## src/rtl/cpu_pkg.sv

```systemverilog
// Shared CPU pipeline definitions: register-file geometry and the write-back entry record.
package cpu_pkg;

    localparam int DATA_W     = 32;
    localparam int REG_ADDR_W = 5;
    localparam int REG_COUNT  = 1 << REG_ADDR_W;

    typedef struct packed {
        logic                  wen;
        logic [REG_ADDR_W-1:0] rd;
        logic [DATA_W-1:0]     data;
    } wb_entry_t;

endpackage

```

## src/rtl/wb_stage_if.sv

```systemverilog
// MEM->WB result handshake and WB->register-file write port.
interface wb_stage_if #(
    parameter int DATA_W = 32,
    parameter int ADDR_W = 5
);
    logic              in_valid;
    logic              in_ready;
    logic              in_wen;
    logic [ADDR_W-1:0] in_rd;
    logic [DATA_W-1:0] in_data;
    logic              rf_we;
    logic [ADDR_W-1:0] rf_waddr;
    logic [DATA_W-1:0] rf_wdata;
    logic              rf_grant;

    modport master (
        output in_valid, in_wen, in_rd, in_data, rf_grant,
        input  in_ready, rf_we, rf_waddr, rf_wdata
    );

    modport slave (
        input  in_valid, in_wen, in_rd, in_data, rf_grant,
        output in_ready, rf_we, rf_waddr, rf_wdata
    );
endinterface

```

## src/rtl/wb_fifo.sv

```systemverilog
// In-order write-back buffer; exposes every slot and its valid bit for the forwarding search.
module wb_fifo
    import cpu_pkg::*;
#(
    parameter int DEPTH = 2
) (
    input  logic                       clk,
    input  logic                       reset,
    input  logic                       push,
    input  wb_entry_t                  push_data,
    input  logic                       pop,
    output wb_entry_t                  head,
    output logic [$clog2(DEPTH):0]     count,
    output logic [$clog2(DEPTH)-1:0]   rd_ptr,
    output wb_entry_t                  entries [DEPTH],
    output logic [DEPTH-1:0]           valid
);
    localparam int PW = $clog2(DEPTH);

    wb_entry_t        mem [DEPTH];
    logic [PW-1:0]    wr_ptr;
    logic [PW-1:0]    offset;

    always_ff @(posedge clk) begin
        if (push) begin
            mem[wr_ptr] <= push_data;
        end
    end

    always_ff @(posedge clk) begin
        if (!reset) begin
            wr_ptr <= '0;
            rd_ptr <= '0;
            count  <= '0;
        end else begin
            if (push) wr_ptr <= wr_ptr + 1'b1;
            if (pop)  rd_ptr <= rd_ptr + 1'b1;
            case ({push, pop})
                2'b10:   count <= count + 1'b1;
                2'b01:   count <= count - 1'b1;
                default: ;
            endcase
        end
    end

    // A slot is live when its distance from the head is below the occupancy.
    always_comb begin
        valid  = '0;
        offset = '0;
        for (int unsigned i = 0; i < DEPTH; i++) begin
            offset   = PW'(i) - rd_ptr;
            valid[i] = {1'b0, offset} < count;
        end
    end

    assign head    = mem[rd_ptr];
    assign entries = mem;

endmodule

```

## src/rtl/wb_stage.sv

```systemverilog
// Write-back stage: buffers MEM results, issues granted register-file writes,
// forwards pending values to ID and counts retired instructions.
module wb_stage
    import cpu_pkg::wb_entry_t;
#(
    parameter int DATA_W = cpu_pkg::DATA_W,
    parameter int ADDR_W = cpu_pkg::REG_ADDR_W,
    parameter int DEPTH  = 2
) (
    input  logic              clk,
    input  logic              reset,
    wb_stage_if.slave         bus,
    input  logic [ADDR_W-1:0] fwd_rs,
    input  logic [ADDR_W-1:0] fwd_rt,
    output logic              fwd_rs_hit,
    output logic              fwd_rt_hit,
    output logic [DATA_W-1:0] fwd_rs_data,
    output logic [DATA_W-1:0] fwd_rt_data,
    output logic [31:0]       retired_cnt
);
    localparam int PW = $clog2(DEPTH);
    localparam int CW = PW + 1;

    wb_entry_t          push_entry;
    wb_entry_t          head;
    wb_entry_t          entries [DEPTH];
    logic [DEPTH-1:0]   valid;
    logic [CW-1:0]      count;
    logic [PW-1:0]      rd_ptr;
    logic [PW-1:0]      idx;
    logic               push;
    logic               pop;
    logic               head_writing;

    assign bus.in_ready = count < CW'(DEPTH);
    assign push         = bus.in_valid && bus.in_ready;
    assign push_entry   = '{wen: bus.in_wen, rd: bus.in_rd, data: bus.in_data};

    // Gating with reset keeps the register file untouched in the reset cycle.
    assign head_writing = (count != '0) && head.wen && (head.rd != '0) && reset;
    assign pop          = (count != '0) && reset && (!head_writing || bus.rf_grant);

    assign bus.rf_we    = head_writing;
    assign bus.rf_waddr = head_writing ? head.rd   : '0;
    assign bus.rf_wdata = head_writing ? head.data : '0;

    wb_fifo #(
        .DEPTH(DEPTH)
    ) u_fifo (
        .clk      (clk),
        .reset    (reset),
        .push     (push),
        .push_data(push_entry),
        .pop      (pop),
        .head     (head),
        .count    (count),
        .rd_ptr   (rd_ptr),
        .entries  (entries),
        .valid    (valid)
    );

    // Walk oldest to youngest so the last match is the youngest pending write.
    always_comb begin
        fwd_rs_hit  = 1'b0;
        fwd_rt_hit  = 1'b0;
        fwd_rs_data = '0;
        fwd_rt_data = '0;
        idx         = '0;
        for (int unsigned k = 0; k < DEPTH; k++) begin
            idx = rd_ptr + PW'(k);
            if (valid[idx] && entries[idx].wen && (entries[idx].rd != '0)) begin
                if (entries[idx].rd == fwd_rs) begin
                    fwd_rs_hit  = 1'b1;
                    fwd_rs_data = entries[idx].data;
                end
                if (entries[idx].rd == fwd_rt) begin
                    fwd_rt_hit  = 1'b1;
                    fwd_rt_data = entries[idx].data;
                end
            end
        end
    end

    always_ff @(posedge clk) begin
        if (!reset) begin
            retired_cnt <= '0;
        end else if (pop) begin
            retired_cnt <= retired_cnt + 32'd1;
        end
    end

endmodule

```

## src/flat_wrapper.sv

```systemverilog
// flat-port wrapper written by rule: the top's interface ports become plain ports
module wb_stage_flat import cpu_pkg::wb_entry_t;
#(
    parameter int DATA_W = cpu_pkg::DATA_W,
    parameter int ADDR_W = cpu_pkg::REG_ADDR_W,
    parameter int DEPTH  = 2
)
  (clk, reset, fwd_rs, fwd_rt, fwd_rs_hit, fwd_rt_hit, fwd_rs_data, fwd_rt_data, retired_cnt, bus_in_valid, bus_in_wen, bus_in_rd, bus_in_data, bus_rf_grant, bus_in_ready, bus_rf_we, bus_rf_waddr, bus_rf_wdata);
  wb_stage_if #(.DATA_W(DATA_W), .ADDR_W(ADDR_W)) bus_i ();
  input  logic clk;
  input  logic reset;
  input  logic [ADDR_W-1:0] fwd_rs;
  input  logic [ADDR_W-1:0] fwd_rt;
  output logic fwd_rs_hit;
  output logic fwd_rt_hit;
  output logic [DATA_W-1:0] fwd_rs_data;
  output logic [DATA_W-1:0] fwd_rt_data;
  output logic [31:0] retired_cnt;
  input wire logic [$bits(bus_i.in_valid)-1:0] bus_in_valid;
  input wire logic [$bits(bus_i.in_wen)-1:0] bus_in_wen;
  input wire logic [$bits(bus_i.in_rd)-1:0] bus_in_rd;
  input wire logic [$bits(bus_i.in_data)-1:0] bus_in_data;
  input wire logic [$bits(bus_i.rf_grant)-1:0] bus_rf_grant;
  output wire logic [$bits(bus_i.in_ready)-1:0] bus_in_ready;
  output wire logic [$bits(bus_i.rf_we)-1:0] bus_rf_we;
  output wire logic [$bits(bus_i.rf_waddr)-1:0] bus_rf_waddr;
  output wire logic [$bits(bus_i.rf_wdata)-1:0] bus_rf_wdata;
  assign bus_i.in_valid = bus_in_valid;
  assign bus_i.in_wen = bus_in_wen;
  assign bus_i.in_rd = bus_in_rd;
  assign bus_i.in_data = bus_in_data;
  assign bus_i.rf_grant = bus_rf_grant;
  assign bus_in_ready = bus_i.in_ready;
  assign bus_rf_we = bus_i.rf_we;
  assign bus_rf_waddr = bus_i.rf_waddr;
  assign bus_rf_wdata = bus_i.rf_wdata;
  wb_stage #(.DATA_W(DATA_W), .ADDR_W(ADDR_W), .DEPTH(DEPTH)) u_core (.clk(clk), .reset(reset), .bus(bus_i), .fwd_rs(fwd_rs), .fwd_rt(fwd_rt), .fwd_rs_hit(fwd_rs_hit), .fwd_rt_hit(fwd_rt_hit), .fwd_rs_data(fwd_rs_data), .fwd_rt_data(fwd_rt_data), .retired_cnt(retired_cnt));
endmodule
```

## config.mk

```make
export PLATFORM = sky130hd
export DESIGN_NAME = wb_stage_flat
export DESIGN_NICKNAME = d
export VERILOG_FILES = /design/src/rtl/cpu_pkg.sv /design/src/rtl/wb_stage_if.sv /design/src/rtl/wb_fifo.sv /design/src/rtl/wb_stage.sv /design/src/flat_wrapper.sv
export SDC_FILE = /design/constraint.sdc
export NUM_CORES = 1
export LEC_CHECK = 0
export BUFFER_PORTS_ARGS = -buffer_cell sky130_fd_sc_hd__buf_2
export CORE_ASPECT_RATIO = 0.7
export CORE_MARGIN = 2
export CORE_UTILIZATION = 48
export CTS_CLUSTER_DIAMETER = 60
export DETAILED_ROUTE_END_ITERATION = 6
export PLACE_DENSITY = 0.82
export RECOVER_POWER = 25
export SETUP_SLACK_MARGIN = 0.05
export SLEW_MARGIN = 20
export SYNTH_ARGS = -nofsm -noshare
export SYNTH_HDL_FRONTEND = slang
export SYNTH_SLANG_ARGS = --single-unit
```

## constraint.sdc

```tcl
create_clock -name clk -period 3 [get_ports clk]
set_clock_uncertainty 0.2 [all_clocks]
set_input_delay 0.6 -clock clk [delete_from_list [all_inputs] [get_ports clk]]
set_output_delay 0.6 -clock clk [all_outputs]
set_load 0.05 [all_outputs]
```

==> Word level (Yosys, flattened, before mapping) <==
Cells that the tools add are included.
{ "totals": {"register_bits": 112, "out_inout_bits": 137, "word_cells": 84} }
{ "classes": {"add_sub_neg": 7, "magnitude_cmp": 9, "eq_ne": 6, "n_mux": 32, "n_bitwise": 3, "reduce_logical": 17} }
{ "ops": {"columns": ["op", "n"], "rows": [
  ["$mux W32", 9],
  ["$mux W38", 7],
  ["$bwmux W76", 1],
  ["$demux W38 S1", 1],
  ["$add A32 B1 Y32 const B", 1],
  ["$eq A5 B5 Y1", 4],
  ["$mux W1", 12],
  ["$logic_and A1 B1 Y1", 11],
  ["$reduce_bool A5 Y1", 2],
  ["$ge A2 B2 Y1 const B", 3],
  ["$not A1 Y2", 3],
  ["$mux W5", 1],
  ["$lt A1 B2 Y1", 2],
  ["$lt A1 B2 Y1 const B", 2],
  ["$pmux W2 S2", 1],
  ["$reduce_bool A2 Y1", 2],
  ["$add A1 B1 Y1 const B", 2],
  ["$add A2 B1 Y2 const B", 1],
  ["$eq A2 B1 Y1 const B", 1],
  ["$eq A2 B2 Y1 const B", 1],
  ["$lt A2 B1 Y1 const B", 1],
  ["$lt A2 B2 Y1 const B", 1],
  ["$sub A1 B1 Y1 const A", 2],
  ["$sub A2 B1 Y2 const B", 1],
  ["2 further kinds", 2]
]} }

==> Depth between registers and ports, before layout <==
Gate-level depths: netlist of run 1.
{ "depth": {"depth_word": 12, "depth_mapped": 10} }

==> By module <==
Synthesis of run 1 repeated with hierarchy kept, for this count alone.
{ "unflattened": {"cells_unflattened": 832, "hier_area_um2": 7761.2} }
{ "by_module_without_submodules": {"columns": ["mod", "instances", "cells_each", "area_per_inst_um2"], "rows": [
  ["wb_stage", 1, 692, 4828.4],
  ["wb_fifo", 1, 140, 2932.8]
]} }

==> Worst setup path before layout of run 1 <==
Ideal clock, no wire load.
{ "synth_path": {"kind": "flip-flop to output port", "start": "register u_core.u_fifo.rd_ptr", "end": "output bus_rf_wdata[10]", "arrival_time_ns": 2.615, "path_slack_ns": -0.415, "path_stages_with_launch": 9, "path_cell_list": "dfxtp_1 -> buf_6 -> buf_6 -> nor2_1 -> a221o_2 -> or3b_2 -> buf_2 -> buf_1 -> nor2_1"} }
{ "synth_via": {"elab_chain_cells": 8, "elab_cells_between_ends": 9, "cone_classes": "mux (4); bitwise (1); reduce/logical (4)"} }
{ "synth_lines": {"columns": ["element", "line", "text"], "rows": [
  ["from (decl)", "wb_fifo.sv:14", "output logic [$clog2(DEPTH)-1:0] rd_ptr,"],
  ["from (signal assigned)", "wb_fifo.sv:37", "if (pop) rd_ptr <= rd_ptr + 1'b1;"],
  ["$not A1 Y2 (implied by the code) *", "wb_fifo.sv:56", "assign head = mem[rd_ptr];"],
  ["$mux W38 (implied by the code) *", "wb_fifo.sv:56", null],
  ["$mux W38 *", null, null],
  ["$mux W38 (implied by the code) *", "wb_fifo.sv:56", null],
  ["$reduce_bool A5 Y1 or $logic_and A1 B1 Y1 (tied branches)", null, null],
  ["$logic_and A1 B1 Y1 (2 in series)", "wb_stage.sv:40", "assign head_writing = (count != '0) && head.wen && (head.rd != '0) && reset;"],
  ["$mux W32 *", "wb_stage.sv:45", "assign bus.rf_wdata = head_writing ? head.data : '0;"],
  ["to (decl)", "flat_wrapper.sv:27", "output wire logic [$bits(bus_i.rf_wdata)-1:0] bus_rf_wdata;"]
]} }
Every way passes the cells marked *; elsewhere a longest branch is shown, timed or not. The select of a mux whose other input is x is not followed.

==> Worst setup path in the final report of run 1 <==
{ "layout_path": {"start": "register u_core.u_fifo.mem (netlist bit u_core.u_fifo.entries[70])", "end": "output fwd_rt_data[18]"} }
{ "layout_via": {"elab_chain_cells": 8, "elab_cells_between_ends": 16, "cone_classes": "eq/ne (2); mux (10); reduce/logical (4)"} }
{ "layout_lines": {"columns": ["element", "line", "text"], "rows": [
  ["from (decl)", "wb_fifo.sv:20", "wb_entry_t mem [DEPTH];"],
  ["from (signal, indexed assignment)", "wb_fifo.sv:26", "mem[wr_ptr] <= push_data;"],
  ["$mux W38", null, null],
  ["$mux W38 (implied by the code)", "wb_stage.sv:71, wb_stage.sv:76", null],
  ["$mux W38", null, null],
  ["$eq A5 B5 Y1 or $reduce_bool A5 Y1 (tied branches)", "wb_stage.sv:76, wb_stage.sv:71", null],
  ["$mux W32 or $logic_and A1 B1 Y1 (tied branches)", "wb_stage.sv:76, wb_stage.sv:71", null],
  ["$mux W32", "wb_stage.sv:71", "if (valid[idx] && entries[idx].wen && (entries[idx].rd != '0)) begin"],
  ["$mux W32", "wb_stage.sv:76", "if (entries[idx].rd == fwd_rt) begin"],
  ["$mux W32 *", "wb_stage.sv:71", null],
  ["to (decl)", "flat_wrapper.sv:17", "output logic [DATA_W-1:0] fwd_rt_data;"]
]} }
Marks and branches as above.

==> results.toml, run 1 <==
[setup_path]
cp_max_fo = 14
endpoint_kind = "output port"
reg2reg_slack_ns = 0.12
rr_worst_depth = 11
crit_type = "reg2out"
crit_arrival_ns = 2.91
required_ns = 2.20
r2r_start = "u_core.u_fifo.rd_ptr$_SDFFE_PN0P_"
rr_endpoint = "u_core.u_fifo.count[1]$_SDFFE_PN0P_"
start_kind = "flop"

[synthesis]
yosysSeqAreaShare = 0.445
ys_ff_latch = 112
synth_ff_type = "edfxtp_1"
syn-num-nets = 761
synth_top_cell_area_share = 0.338
synthArstFlopShare = 0
synth.avg_cell_area_sq_um = 9.54
synth_edf_count = 76
ys_types = 45
synth_area_leaders = "edfxtp_1, dfxtp_1, and3_1"
ys_warn_count = 0
yosys.area.top_type = "edfxtp_1"
syn_area_sq_mm = 0.00675
synth_cells = 707

[timing]
rsz0062_at_grt = "yes"
worstMarginPinSlew_ns = 0.757
post-route-min-period_ns = 3.71
post-route-period-util = 1.24
finalHoldViolations = 0
fmax_ghz = 0.269
slew_viol_final = 0
setup_ws_ns = -0.712
slew_headroom = 0.495
finalSetupViolations = 103

[cts]
clk_pin_slew_worst_paths_ns = 0.08
numCtsBuffers = 9
cts_tree = "built"
cts.path.max_buffers = 2
h-tree-depth = 3
root_buffer = "clkbuf_16"
numClockSinks = 112
insertion_delay_ns = 0.35

[place]
pre_cts_ws_ns = -0.338
place_congestion = 0.871
portBuffers = 188
hpwl_mm = 13.6

[grt]
grt_overflow = 0
grt_max_degree = 55
grt_pass1_vias = 6270
grt_use_total = 0.285
grt_antenna_before_repair = 1
grt_pass1_wl_mm = 33.7

[final_layout]
final_core_util = 0.811
layout_commonest_cell = "buf_2"
area_delta_synth_final_pct = 66.3
drive_gt1_frac = 0.471
fillers = 762
layout_common_cells = "buf_2, edfxtp_1, inv_1, buf_6, buf_4"
nNetsFinal = 1009

[power_and_ir_drop]
ir_drop_mv = 0.391
finalPower_mw = 6.94
powerDensity_mw_per_mm2 = 619
p_leak_nw = 4.89

[run_status]
violations = "negative setup slack"
status = "finished, violations left"

[detailed_routing]
wl_mm = 24.7
drt_first_pass_iters = 5
wl_per_cell_microns = 21.4
dr_total_vias = 6763
post_drt_via_cell_ratio = 5.87
drtAntennaViolNets = 0
drc_errors = 0
drtIter0Drc = 473

[floorplanning]
rows = 36
die_x_microns = 146
coreArea_sq_mm = 0.0138
num_io_pins = 189
die_area_sq_mm = 0.0150
start_util = 0.488
die_y_microns = 103

[run]
maxCapViolCount = 0

[worst_hold_path]
min_path_type = "in2reg"
min_to = "u_core.u_fifo.entries[29]$_DFFE_PP_"
whs_path_depth = 1
hold_start = "bus_in_data[29]"
where the power goes:
group | internal (mW) | switching, mW | total [mW]
registers | 1.85 | 0.193 | 2.05
clock network | 0.590 | 0.540 | 1.13
logic | 1.63 | 2.13 | 3.76
total | 4.07 | 2.87 | 6.94
cell usage after synthesis, drive strengths merged (11+ instances only):
master  number
nor3        11
o21ai       43
dfxtp       36
clkbuf      29
inv         73
nor2        77
xnor2       27
edfxtp      76
a22o        32
and2        23
xor2        13
buf         21
nand2       20
mux2i       45
and3        71
o32a        32
nand3       13
registers in the layout, summed over array words and instances, names as in the netlist:
| signal | flops |
|---|---|
| u_core.u_fifo.count | 2 |
| u_core.u_fifo.rd_ptr | 1 |
| u_core.retired_cnt | 32 |
| u_core.u_fifo.entries | 76 |
| u_core.u_fifo.wr_ptr | 1 |
critical path, cell delays in order (launching register included):
cell and delay [ns]:
edfxtp_1 0.41, buf_6 0.15, mux2i_4 0.19, xor2_2 0.19
nand3_2 0.13, or4_4 0.61, clkbuf_16 0.22, o21ai_0 0.27
o32a_4 0.24, buf_8 0.14
worst max path at each step:
stage / from / to / cells past startpoint
6_report: u_core.u_fifo.entries[70]$_DFFE_PP_ / fwd_rt_data[18] / 9
4_1_cts: u_core.u_fifo.rd_ptr$_SDFFE_PN0P_ / fwd_rt_data[31] / 9
3_3_place_gp: fwd_rt[1] / fwd_rt_data[2] / 9
3_5_place_dp: u_core.u_fifo.rd_ptr$_SDFFE_PN0P_ / fwd_rt_data[29] / 8
2_1_floorplan: u_core.u_fifo.rd_ptr$_SDFFE_PN0P_ / fwd_rt_data[2] / 8
5_1_grt: u_core.u_fifo.rd_ptr$_SDFFE_PN0P_ / fwd_rt_data[18] / 9
per-stage QoR:
stage / cell area (sq um) / setup TNS (ns) / hold slack (ns) / instances
final: 11200 / -62.60 / 0.238 / 1153
after global routing: 11200 / -71.37 / 0.228 / 1151
after CTS: 10700 / -55.59 / 0.230 / 1133
after detailed placement: 9270 / -21.77 / 0.299 / 1094
after global placement: 9270 / -15.41 / 0.290 / 1094
after floorplan: 7830 / -0.792 / 0.303 / 707
per-layer routing:
metal | global-route usage | part of all wire
met2 | 0.493 | 0.49
met5 | 0 | 0
met1 | 0.371 | 0.41
met3 | 0.0496 | 0.063
met4 | 0.0958 | 0.029
final cells by class:
type / count / area (sq um) / share of cell area
clock inverters: 4 / 30.0 / 0.00268
repair buffers: 286 / 2970 / 0.265
multi-input cells: 473 / 4440 / 0.396
flip-flops and latches: 112 / 3010 / 0.268
diodes: 3 / 7.51 / 0.000669
clock buffers: 12 / 246 / 0.0220
well taps: 190 / 238 / 0.0212
inverters: 73 / 274 / 0.0244
cells by family (layout without fill, tap and decap cells):
kind of cell	Yosys count	after routing	synth area share
buffers and inverters	123	375	0.0801
other	0	3	0
xor gates and xnor gates	40	40	0.0519
adders and majority gates	2	2	0.00371
DFF	112	112	0.445
muxes	47	47	0.0725
AOI/OAI and AO/OA	131	131	0.149
and+or+nand+nor	252	253	0.198
repair_timing:
action,in CTS,in global routing
buffers inserted,16,9
hold buffers,0,0
cloned,7,9
endpoints found under the hold margin,0,0
setup endpoints to repair,103,103
pin swaps,11,17
resized for setup,260,62
(Power assumes the default switching activity.)
==> run 2: changes to the inputs <==
--- a/config.mk
+++ b/config.mk
@@ -11,7 +11,7 @@
 export CORE_UTILIZATION = 48
 export CTS_CLUSTER_DIAMETER = 60
 export DETAILED_ROUTE_END_ITERATION = 6
-export PLACE_DENSITY = 0.82
+export PLACE_DENSITY_LB_ADDON = 0.25
 export RECOVER_POWER = 25
 export SETUP_SLACK_MARGIN = 0.05
 export SLEW_MARGIN = 20
==> results.toml, run 2 (synthesis results as in run 1) <==
[detailed_routing]
drtAntennaViolNets = 0
drc_errors = 0
post_drt_via_cell_ratio = 5.91
wl_per_cell_microns = 21.3
drtIter0Drc = 466
dr_total_vias = 6771
drt_first_pass_iters = 6
wl_mm = 24.4

[cts]
cts.path.max_buffers = 2
cts_tree = "built"
ctsHoldBuffers = 0
insertion_delay_ns = 0.36
h-tree-depth = 3
clk_pin_slew_worst_paths_ns = 0.07
numCtsBuffers = 9
numClockSinks = 112
root_buffer = "clkbuf_16"

[final_layout]
layout_commonest_cell = "buf_2"
stdcell_area_sq_mm = 0.0113
drive_gt1_frac = 0.470
final-instance-count-excl-fill = 1145
largest_reg_flops = 76
layout_common_cells = "buf_2, edfxtp_1, inv_1, buf_8, buf_6"
nNetsFinal = 1002
area_delta_synth_final_pct = 67.7
fillers = 729

[place]
dp_cells = 1095
place_congestion = 0.906
dpl_cell_area_sq_mm = 0.00928
hpwl_mm = 14.1
portBuffers = 188

[power_and_ir_drop]
powerDensity_mw_per_mm2 = 618
ir_drop_mv = 0.438
p_leak_nw = 4.92
finalPower_mw = 6.99

[setup_path]
cpMostUsedCell = "buf_8"
crit_arrival_ns = 2.91
start_kind = "flop"
rr_worst_depth = 11
reg2reg_slack_ns = 0.12
r2r_start = "u_core.u_fifo.rd_ptr$_SDFFE_PN0P_"
crit_path_end = "fwd_rs_data[21]"
crit_type = "reg2out"
crit_path_cell_trace = "buf_8, buf_6, mux2_2, nand2_1, nor4_2, nand4_1, buf_4, mux2_4, clkbuf_16, a22o_4, buf_8"
cpMaxStageDelayCell = "mux2_4"
required_ns = 2.20
cp_max_fo = 7
cpPeakStageDelay_ns = 0.40
endpoint_kind = "output port"
rr_endpoint = "u_core.u_fifo.count[1]$_SDFFE_PN0P_"
cp-startpoint = "u_core.u_fifo.rd_ptr$_SDFFE_PN0P_"

[timing]
rsz0062_at_grt = "yes"
post-route-min-period_ns = 3.71
fin_setup_tns_ns = -64.87
setup_ws_ns = -0.714
post-route-period-util = 1.24
finalHoldViolations = 0
slew_headroom = 0.544
fmax_ghz = 0.269
slew_viol_final = 0
finalSetupViolations = 103
worstMarginPinSlew_ns = 0.684

[floorplanning]
start_util = 0.488
coreArea_sq_mm = 0.0138
rows = 36
num_io_pins = 189
die_x_microns = 146
die_area_sq_mm = 0.0150
die_y_microns = 103

[run]
maxCapViolCount = 0

[grt]
grt_pass1_wl_mm = 33.4
grt_overflow = 0
grt_max_degree = 54
grt_use_total = 0.286
grt_pass1_vias = 6290
grt_antenna_before_repair = 2

[run_status]
status = "finished, violations left"
violations = "negative setup slack"

[worst_hold_path]
min_path_type = "in2reg"
==> run 2: cell count changes in the layout (fill, tap and decap cells not counted), sizes merged <==
cell      change
clkbuf        -1
diode         -1
or4           -1
clkinvlp      -2
bufinv        +1
buf           -7
clkinv        +3
==> run 2: worst min path at each step <==
| stage | startpoint | endpoint | slack [ns] | cells after the start |
|---|---|---|---|---|
| 3_3_place_gp | u_core.retired_cnt[10]$_SDFFE_PN0P_ | u_core.retired_cnt[10]$_SDFFE_PN0P_ | 0.28 | 1 |
| 4_1_cts | bus_in_data[2] | u_core.u_fifo.entries[40]$_DFFE_PP_ | 0.22 | 1 |
| 3_5_place_dp | u_core.retired_cnt[1]$_SDFFE_PN0P_ | u_core.retired_cnt[1]$_SDFFE_PN0P_ | 0.29 | 2 |
| 2_1_floorplan | u_core.u_fifo.count[1]$_SDFFE_PN0P_ | u_core.u_fifo.count[1]$_SDFFE_PN0P_ | 0.30 | 2 |
| 6_report | bus_in_data[7] | u_core.u_fifo.entries[45]$_DFFE_PP_ | 0.23 | 1 |
| 5_1_grt | bus_in_data[10] | u_core.u_fifo.entries[10]$_DFFE_PP_ | 0.22 | 1 |
==> run 2: final cells by class <==
type,count,area (sq um),share of cell area
clock inverter,6,66.3,0.00586
timing repair buffer,280,3030,0.268
inverter,73,287,0.0253
tap,190,238,0.0210
clock buffer,10,239,0.0211
sequential,112,3010,0.266
antenna,2,5.00,0.000442
multi-input combinational,472,4440,0.393
==> run 2: critical path: cells and delay by family, from the launching register on <==
family / cells / cell delay, ns
muxes: 2 / 0.62
DFF: 1 / 0.39
and+or+nand+nor: 3 / 0.49
AOI/OAI and AO/OA: 1 / 0.23
buffers and inverters: 5 / 0.82
==> run 2: where the power goes <==
group / internal [mW] / leakage [nW] / total, mW / switching (mW)
combinational: 1.61 / 3.76 / 3.70 / 2.09
clock: 0.675 / 0.153 / 1.23 / 0.556
sequential: 1.85 / 1.00 / 2.06 / 0.204
==> run 2: stage by stage <==
| stage | setup WS, ns | hold slack (ns) | util |
|---|---|---|---|
| floorplan | -0.0314 | 0.303 | - |
| global placement | -0.319 | 0.282 | 0.671 |
| detailed placement | -0.437 | 0.294 | 0.671 |
| CTS | -0.673 | 0.216 | 0.783 |
| global route | -0.775 | 0.216 | 0.818 |
| finish | -0.714 | 0.227 | 0.818 |
==> run 2: routing by layer <==
layer  track usage  wire (microns)  vias to the layer above
met2         0.493           11900                      361
met4         0.109             861                        0
li1              -               -                     3040
met3        0.0557            1900                       68
met1         0.365            9730                     3302
met5             0               0                        -
==> run 2: what timing repair did <==
item,4_1_cts,5_1_grt
resized for setup,269,80
cloned,9,8
setup buffers,10,11
setup endpoints to repair,103,103
pin swaps,20,26
